### src/rtl/otp_key_server_mc.sv
// Multi-channel OTP key/nonce server: round-robin grants over a 4-phase req/ack
// handshake, each grant stepping per-stream Fibonacci LFSRs before delivery.
module otp_key_server_mc #(
  parameter int unsigned         NumCh      = 2,
  parameter int unsigned         KeyW       = 128,
  parameter int unsigned         NonceW     = 64,
  parameter logic [KeyW-1:0]     KeySeed    = 128'h4235_0b2f_9c1e_6a58_d07b_3c94_e1a6_163a,
  parameter logic [NonceW-1:0]   NonceSeed  = 64'h7603_55d3_4470_63d1,
  parameter logic [KeyW-1:0]     KeyTaps    = 128'hE100_0000_0000_0000_0000_0000_0000_0000,
  parameter logic [NonceW-1:0]   NonceTaps  = 64'hD800_0000_0000_0000,
  parameter int unsigned         RspLatency = 2
) (
  input  logic              clk,
  input  logic              rst,
  input  logic [NumCh-1:0]  req_i,
  input  logic              lock_i,
  output logic [NumCh-1:0]  ack_o,
  output logic [KeyW-1:0]   key_o,
  output logic [NonceW-1:0] nonce_o,
  output logic              seed_valid_o,
  output logic              busy_o
);

  if (NumCh < 1) begin : g_bad_numch
    $fatal(1, "NumCh must be >= 1");
  end
  if (RspLatency < 1) begin : g_bad_latency
    $fatal(1, "RspLatency must be >= 1");
  end
  if (KeyTaps == '0 || NonceTaps == '0) begin : g_bad_taps
    $fatal(1, "LFSR tap masks must be non-zero");
  end
  if (KeyW < 2 || NonceW < 2) begin : g_bad_width
    $fatal(1, "KeyW and NonceW must be >= 2");
  end

  localparam int unsigned IdxW = (NumCh > 1) ? $clog2(NumCh) : 1;
  localparam int unsigned CntW = (RspLatency > 1) ? $clog2(RspLatency) : 1;

  typedef enum logic [1:0] {
    ST_IDLE = 2'd0,
    ST_GEN  = 2'd1,
    ST_ACK  = 2'd2
  } state_t;

  state_t              state_reg, state_next;
  logic [CntW-1:0]     cnt_reg, cnt_next;
  logic [IdxW-1:0]     idx_reg, idx_next;
  logic [IdxW-1:0]     rr_ptr_reg, rr_ptr_next;
  logic [NumCh-1:0]    armed_reg, armed_next;
  logic [NumCh-1:0]    eligible;
  logic [NumCh-1:0]    ack_next;
  logic [KeyW-1:0]     key_lfsr_reg, key_lfsr_next;
  logic [NonceW-1:0]   nonce_lfsr_reg, nonce_lfsr_next;
  logic [IdxW-1:0]     grant_idx;
  logic                any_elig;
  logic                step_en;
  logic                ack_fire;

  // One Fibonacci step; an all-zero result would lock the stream, so reload the seed.
  function automatic logic [KeyW-1:0] key_step(input logic [KeyW-1:0] cur);
    logic [KeyW-1:0] nxt;
    nxt = {cur[KeyW-2:0], ^(cur & KeyTaps)};
    return (nxt == '0) ? KeySeed : nxt;
  endfunction

  function automatic logic [NonceW-1:0] nonce_step(input logic [NonceW-1:0] cur);
    logic [NonceW-1:0] nxt;
    nxt = {cur[NonceW-2:0], ^(cur & NonceTaps)};
    return (nxt == '0) ? NonceSeed : nxt;
  endfunction

  for (genvar gi = 0; gi < NumCh; gi++) begin : g_ch
    assign eligible[gi]   = req_i[gi] & armed_reg[gi];
    assign ack_next[gi]   = ack_fire && (idx_reg == IdxW'(gi));
    // Clearing on ack wins; re-arming needs the request to have dropped.
    assign armed_next[gi] = ack_next[gi] ? 1'b0 :
                            (!req_i[gi] ? 1'b1 : armed_reg[gi]);
  end

  always_comb begin
    int unsigned c;
    grant_idx = '0;
    any_elig  = 1'b0;
    c         = 0;
    for (int unsigned off = 0; off < NumCh; off++) begin
      c = 32'(rr_ptr_reg) + off;
      if (c >= NumCh) c = c - NumCh;
      if (!any_elig && eligible[IdxW'(c)]) begin
        any_elig  = 1'b1;
        grant_idx = IdxW'(c);
      end
    end
  end

  always_comb begin
    state_next = state_reg;
    cnt_next   = cnt_reg;
    idx_next   = idx_reg;
    step_en    = 1'b0;
    ack_fire   = 1'b0;
    case (state_reg)
      ST_IDLE: begin
        if (any_elig && !lock_i) begin
          state_next = ST_GEN;
          cnt_next   = '0;
          idx_next   = grant_idx;
        end
      end
      ST_GEN: begin
        step_en = 1'b1;
        if (cnt_reg == CntW'(RspLatency - 1)) begin
          state_next = ST_ACK;
        end else begin
          cnt_next = cnt_reg + 1'b1;
        end
      end
      ST_ACK: begin
        ack_fire   = 1'b1;
        state_next = ST_IDLE;
      end
      default: state_next = ST_IDLE;
    endcase
  end

  assign key_lfsr_next   = step_en ? key_step(key_lfsr_reg) : key_lfsr_reg;
  assign nonce_lfsr_next = step_en ? nonce_step(nonce_lfsr_reg) : nonce_lfsr_reg;
  assign rr_ptr_next     = !ack_fire ? rr_ptr_reg :
                           ((idx_reg == IdxW'(NumCh - 1)) ? '0 : idx_reg + 1'b1);

  always_ff @(posedge clk or posedge rst) begin
    if (rst) begin
      state_reg      <= ST_IDLE;
      cnt_reg        <= '0;
      idx_reg        <= '0;
      rr_ptr_reg     <= '0;
      armed_reg      <= '1;
      key_lfsr_reg   <= KeySeed;
      nonce_lfsr_reg <= NonceSeed;
    end else begin
      state_reg      <= state_next;
      cnt_reg        <= cnt_next;
      idx_reg        <= idx_next;
      rr_ptr_reg     <= rr_ptr_next;
      armed_reg      <= armed_next;
      key_lfsr_reg   <= key_lfsr_next;
      nonce_lfsr_reg <= nonce_lfsr_next;
    end
  end

  // Output registers: material is captured on the ack and held until the next one.
  always_ff @(posedge clk or posedge rst) begin
    if (rst) begin
      ack_o        <= '0;
      key_o        <= '0;
      nonce_o      <= '0;
      busy_o       <= 1'b0;
      seed_valid_o <= 1'b1;
    end else begin
      ack_o        <= ack_next;
      busy_o       <= (state_next != ST_IDLE);
      seed_valid_o <= ~lock_i;
      if (ack_fire) begin
        key_o   <= key_lfsr_reg;
        nonce_o <= nonce_lfsr_reg;
      end
    end
  end

endmodule

### config.mk
export PLATFORM = sky130hd
export DESIGN_NAME = otp_key_server_mc
export DESIGN_NICKNAME = d
export VERILOG_FILES = /design/src/rtl/otp_key_server_mc.sv
export SDC_FILE = /design/constraint.sdc
export NUM_CORES = 1
export LEC_CHECK = 0
export ABC_AREA = 1
export BUFFER_PORTS_ARGS = -buffer_cell sky130_fd_sc_hd__buf_4
export CORE_MARGIN = 2
export CORE_UTILIZATION = 55
export CTS_BUF_LIST = sky130_fd_sc_hd__clkbuf_4
export DETAILED_ROUTE_END_ITERATION = 6
export HOLD_SLACK_MARGIN = 0.03
export PLACE_DENSITY_LB_ADDON = 0.12
export SYNTH_ARGS = -nofsm -noshare
export SYNTH_HDL_FRONTEND = slang
export SYNTH_SLANG_ARGS = --single-unit
### constraint.sdc
create_clock -name clk -period 34 [get_ports clk]
set_input_delay 6.8 -clock clk [delete_from_list [all_inputs] [get_ports clk]]
set_output_delay 6.8 -clock clk [all_outputs]
set_load 0.005 [all_outputs]
### After elaboration in Yosys (flattened, before gate mapping)

Cells that the tools add are included.

| storage, ports and cells | value |
|---|---|
| register bits | 395 |
| output and inout port bits | 196 |
| logic and storage cells | 71 |

| operators by class | value |
|---|---|
| $add $sub $neg | 5 |
| order comparisons | 4 |
| equality and inequality tests | 5 |
| multiplexer cells | 25 |
| bitwise operators | 4 |
| reduce and logical (&&, ||, !) cells | 15 |

Operators with widths:

| kind | count |
|---|---|
| $logic_not A128 Y1 | 1 |
| $mux W128 | 1 |
| $reduce_xor A128 Y1 | 1 |
| $logic_not A64 Y1 | 1 |
| $mux W64 | 1 |
| $reduce_xor A64 Y1 | 1 |
| $mux W1 | 19 |
| $logic_and A1 B1 Y1 | 4 |
| $lt A1 B2 Y1 const B | 2 |
| $mux W2 | 2 |
| $ne A2 B1 Y1 const B | 2 |
| $pmux W2 S2 | 1 |
| $reduce_and A2 Y1 | 2 |
| $reduce_bool A2 Y1 | 2 |
| $add A1 B1 Y1 const B | 2 |
| $add A1 B1 Y2 const B | 1 |
| $and A1 B1 Y1 | 2 |
| $eq A2 B1 Y1 const B | 1 |
| $eq A2 B2 Y1 const B | 1 |
| $ge A1 B2 Y1 const B | 1 |
| $ge A2 B2 Y1 const B | 1 |
| $logic_not A1 Y1 | 2 |
| $logic_not A2 Y1 | 1 |
| $ne A2 B2 Y1 const B | 1 |
| other kinds (3) | 5 |

### Longest topological paths before layout

Gate-level depths: netlist of the first run.

| logic depth | value |
|---|---|
| word-level depth | 12 |
| mapped depth | 11 |
| depth with buffers taken out | 10 |

### Least setup slack after synthesis of the first run

No wires, ideal clock.

| path | value |
|---|---|
| kind | reg2out |
| from | register seed_valid_o |
| to | output seed_valid_o |
| data arrival time | 0.501 ns |
| slack | 26.699 ns |
| cell stages (with the launch flop) | 1 |
| path through | dfstp_2 |

RTL lines:

| element | line | RTL |
|---|---|---|
| start, declared | 20 | `output logic seed_valid_o,` |
| start signal, assigned | 162 | `seed_valid_o <= ~lock_i;` |

No word-level cell between the ends.

### Worst setup path after layout of the first run

| path | value |
|---|---|
| from | register seed_valid_o |
| to | output seed_valid_o |

No word-level cell between the ends.

==> impl_metrics.toml, run 1 <==
[global_routing]
grt_pass1_wl_um = 55520
grt_max_degree = 222
gr-usage-met1_pct = 32.64
grt_pass1_vias = 11380
use_met3_pct = 5.285
top_usage_layer = "met2"
track_usage_pct = 22.35
antenna_found_initial = 1
grt.met2_usage_pct = 33.98
grt-ovfl-total = 0

[synth]
synth_xor_area_share_pct = 0
synth_area_sq_um = 15830
ys_warn_count = 0
synth_seq_cells = 395
ys_types = 23
synth_top_family_by_area = "simple AND/OR/NAND/NOR gates"
synth.avg_cell_area_sq_um = 8.851
postSynthCellCount = 1788
synthMuxAreaShare_pct = 0
synth_seq_area_share_pct = 63.18
syn_nets = 1793
synth_compound_area_share_pct = 9.645
yosys.area_share.adder_pct = 0
synth-simple-area-share_pct = 20.03

[route]
drt_iter0_drc = 926
finalWirelength_um = 33050
drc = 0
viasPerCell = 4.849
dr.pass1.iters = 6
drtAntennaViolNets = 0
vias = 11950
routedWlPerCell_um = 13.41

[hold_path]
whs_path_depth = 2
hold_path_class = "flip-flop to flip-flop"

[sta]
rsz0062_at_grt = "false"
hold_violations = 0
tightestPinTransition_ns = 1.177
fin_setup_tns_ns = 0
fmax_ghz = 0.1234
setup_viol = 0
drv_slew = 0
hold_slack_ns = 0.4620
slew-limit-headroom_pct = 21.50
clock_skew_ns = 0.04374
fin_crit_sh_pct = 23.83
min_period_ns = 8.102

[power]
vdd_ir_drop_max_v = 0.00004573
total_power_uw = 1956
p_leak_uw = 0.009460
power_density_nw_per_um2 = 104.2

[finish]
drive_gt1_share_pct = 22.84
n_fill_cell = 2503
syn_to_final_growth_pct = 18.58
finish.utilization_pct = 65.74
fin_nets = 2006

[run_status]
outcome = "complete, no violations"

[floorplan]
die_w_um = 173.6
core-area_sq_um = 28550
io_pins = 201
die_y_um = 173.6
dieArea_sq_um = 30150
rows = 62
start_util_pct = 55.44

[clock_network]
cts_buffers = 98
cts_tree = "yes"
postCtsHoldBufs = 0
ctsResizeCount = 0
insertion_delay_ns = 0.69
cts.path.max_buffers = 3
htreeDepth = 3
cts_setup_buffers = 0
clk_pin_slew_ns = 0.06
cts-root-buf = "clkbuf_4"
clock_sinks = 395

[critical_path]
reg2regPathDepth = 7
slowest_stage = "dfstp_2"
cp_max_fo = 1
reg2reg_slack_ns = 30.63
path_class = "flip-flop to output pin"
path_buf_inv = 1
worst-path-stages = 1
cp_cell_sequence = "buf_4"
required_ns = 27.20
critPathLaunchType = "flip-flop"
crit_family = "flip-flops"
arrival_ns = 1.30
max_stage_delay_ns = 0.52
endpoint_kind = "output pin"

[place]
numPortBuffers = 200
gp_congestion = 0.7555
dp.final_hpwl_um = 20230

[job]
maxCapViolCount = 0
==> final timing paths <==
kind / endpoint / from
min reg2reg: key_lfsr_reg[109] / key_lfsr_reg[108]
max: seed_valid_o / seed_valid_o
min: key_lfsr_reg[109] / key_lfsr_reg[108]
max reg2reg: key_lfsr_reg[34] / state_reg[0]
min in group asynchronous: key_o[23] / rst
max in group asynchronous: key_lfsr_reg[100] / rst
==> placed cells by master (no fill, tap or decap), types with 2 or more instances in the layout <==
master	synthesis	final
dfrtp_1	303	303
bufinv_16	0	2
o22ai_1	2	2
a21oi_1	29	29
nand2_1	454	454
nor2_4	1	2
clkinv_1	0	11
nor2_1	320	320
buf_4	0	205
clkinv_2	0	4
nand3_1	21	21
inv_1	176	175
nand4_1	15	15
dfstp_2	92	92
o21ai_0	266	266
inv_2	3	2
o21ai_1	6	6
clkbuf_4	0	160
inv_8	0	2
clkinvlp_4	0	2
==> cell usage after synthesis, drive strengths merged <==
library cell | instances | area, sq um
a21oi | 29 | 145.1
buf | 53 | 309.1
clkbuf | 40 | 150.1
dfrtp | 303 | 7582
dfstp | 92 | 2417
inv | 179 | 671.9
nand2 | 455 | 1710
nand3 | 22 | 115.1
nand4 | 15 | 93.84
nor2 | 323 | 1239
nor3 | 1 | 5.000
nor4 | 1 | 6.260
o21ai | 272 | 1361
o21bai | 1 | 7.510
o22ai | 2 | 12.51
==> stage by stage <==
| stage | cells | area, sq um | setup WS, ns |
|---|---|---|---|
| after floorplan | 1788 | 15830 | 16.37 |
| after global placement | 2285 | 17430 | 25.38 |
| after detailed placement | 2285 | 17430 | 25.37 |
| after CTS | 2464 | 18760 | 25.82 |
| after global routing | 2465 | 18770 | 25.81 |
| final | 2465 | 18770 | 25.90 |
==> cells by family after synthesis <==
group	count (synthesis)
simple gates	817
compound gates	304
flops	395
buf+inv	272
==> worst min-delay path, cell delays in order, from the launching register on <==
cell and delay, ns:
dfrtp_1 0.34, nand2_1 0.05, o21ai_0 0.06
==> cell type report <==
cell class / count / area, sq um / share of cell area, %
tap: 384 / 480.5 / 2.560
timing repair buffer: 206 / 1559 / 8.307
sequential: 395 / 10000 / 53.28
clock buffer: 160 / 1201 / 6.400
clock inverter: 19 / 136.4 / 0.7267
antenna: 1 / 2.502 / 0.01333
multi-input combinational: 1121 / 4701 / 25.05
inverter: 179 / 686.9 / 3.660
==> power by group <==
| part | switching [uW] | internal (uW) | total (uW) |
|---|---|---|---|
| clock | 185 | 227 | 413 |
| sequential | 147 | 734 | 881 |
| combinational | 379 | 283 | 662 |
| total | 711 | 1240 | 1960 |
==> per-layer routing <==
metal	share of wire [%]	vias to the layer above	routed length, um
li1	-	6014	-
met1	48	5648	15710
met2	46	255	15220
met3	5.3	36	1745
met4	1.1	0	371
met5	0	-	0
(Power assumes the default switching activity.)
==> run 2, diff against run 1 <==
CORE_UTILIZATION = 54   (was 55)
clock period = 7.1 ns   (was 34 ns; I/O delays follow)
==> impl_metrics.toml, run 2 (synthesis results as in run 1) <==
[run_status]
outcome = "complete, no violations"

[route]
drc = 0
viasPerCell = 4.877
finalWirelength_um = 33100
drt_iter0_drc = 727
drtAntennaViolNets = 0
dr.pass1.iters = 5
vias = 12050
routedWlPerCell_um = 13.40

[finish]
multi_input_area_sq_um = 4701
syn_to_final_growth_pct = 18.84
fin_nets = 2007
n_fill_cell = 2503
drive_gt1_share_pct = 22.82
regArea_sq_um = 10000
layout.cells.most_common = "nand2_1"
final_cell_mix = "nand2_1, nor2_1, dfrtp_1"

[critical_path]
critPathLaunchType = "flip-flop"
endpoint_kind = "flip-flop"
max_stage_delay_ns = 0.68
cp_max_fo = 216
slowest_stage = "nor2_4"
path_class = "flip-flop to flip-flop"
required_ns = 7.61
arrival_ns = 3.35
cp_cell_sequence = "inv_2 -> nor2_4 -> inv_8 -> buf_4 -> nand2_1 -> o21ai_0"

[clock_network]
htreeDepth = 3
clock_sinks = 395
cts_setup_buffers = 0
cts-root-buf = "clkbuf_4"
cts_tree = "yes"
cts.path.max_buffers = 3
cts_buffers = 100
ctsResizeCount = 0
insertion_delay_ns = 0.71
postCtsHoldBufs = 0
clk_pin_slew_ns = 0.07

[sta]
tightestPinTransition_ns = 1.228
clock_skew_ns = 0.06029
fmax_ghz = 0.3528
hold_violations = 0
hold_slack_ns = 0.4755
rsz0062_at_grt = "false"
fin_setup_tns_ns = 0
slew-limit-headroom_pct = 18.11
setup_viol = 0
fin_crit_sh_pct = 39.92
drv_slew = 0
min_period_ns = 2.834

[floorplan]
start_util_pct = 54.99
die_w_um = 175.2
die_y_um = 175.2
io_pins = 201
dieArea_sq_um = 30690
core-area_sq_um = 28780
rows = 62

[place]
dp.final_hpwl_um = 20230
gp_congestion = 0.7709
numPortBuffers = 200

[global_routing]
grt_pass1_wl_um = 54500
grt-ovfl-total = 0
grt_max_degree = 268
track_usage_pct = 21.72
grt_pass1_vias = 11260
antenna_found_initial = 1

[power]
vdd_ir_drop_max_v = 0.0002786
clock_power_share_pct = 21.2
power.switching_uw = 3418
p_int_uw = 5987
switching_share_pct = 36.34
p_leak_uw = 0.009484
pwr-share-seq_pct = 45.0
p_comb_share_pct = 33.8
power_density_nw_per_um2 = 500.0

[job]
maxCapViolCount = 0

[hold_path]
hold_path_class = "flip-flop to flip-flop"
==> run 2: metrics by stage <==
stage,setup slack (ns),power [uW],cells,utilization (%),instance area (sq um)
after CTS,4.157,9527,2470,65.34,18810
after global routing,3.871,10240,2471,65.35,18810
final,4.266,9404,2471,65.35,18810
after floorplan,0.4393,6101,1788,-,15830
after detailed placement,4.147,7472,2284,60.60,17440
after global placement,4.256,7337,2284,60.60,17440
==> run 2: area by class of cell <==
cell class              instances  area share [%]
well taps                     384           2.555
diodes                          1         0.01330
flip-flops and latches        395           53.17
inverters                     179           3.632
multi-input cells            1121           24.99
repair buffers                205           8.382
clock buffers                 163           6.506
clock inverters                23          0.7517
==> run 2: final timing paths <==
kind,start,endpoint,slack [ns],cells after the start
min in group asynchronous,rst,key_o[16],0.73,2
hold reg to reg,key_o[45],key_o[45],0.48,2
setup reg to reg,state_reg[1],nonce_o[12],4.27,6
max in group asynchronous,rst,key_o[65],4.98,3
setup / recovery,state_reg[1],nonce_o[12],4.27,6
hold / removal,key_o[45],key_o[45],0.48,2
==> run 2: routing by layer <==
metal	global-route usage, %	routed length, um	vias up
met5	0	0	-
met3	5.178	2086	38
met1	30.71	15190	5670
met4	6.806	437	0
li1	-	-	6043
met2	33.50	15390	300
==> run 2: critical path, delay by kind of cell (launching register included) <==
kind | cells | cell delay [ns]
flip-flops | 1 | 0.42
AO/OA/AOI/OAI | 1 | 0.11
AND/OR/NAND/NOR | 2 | 0.86
buffers and inverters | 3 | 1.19
==> run 2: power by group through the flow <==
stage,logic [uW],clock network [uW],registers (uW)
6_report,3170,2000,4230
5_1_grt,3680,2190,4370
4_1_cts,3230,2060,4230
3_5_place_dp,3220,0,4260
3_3_place_gp,3100,0,4240
2_1_floorplan,1980,0,4120
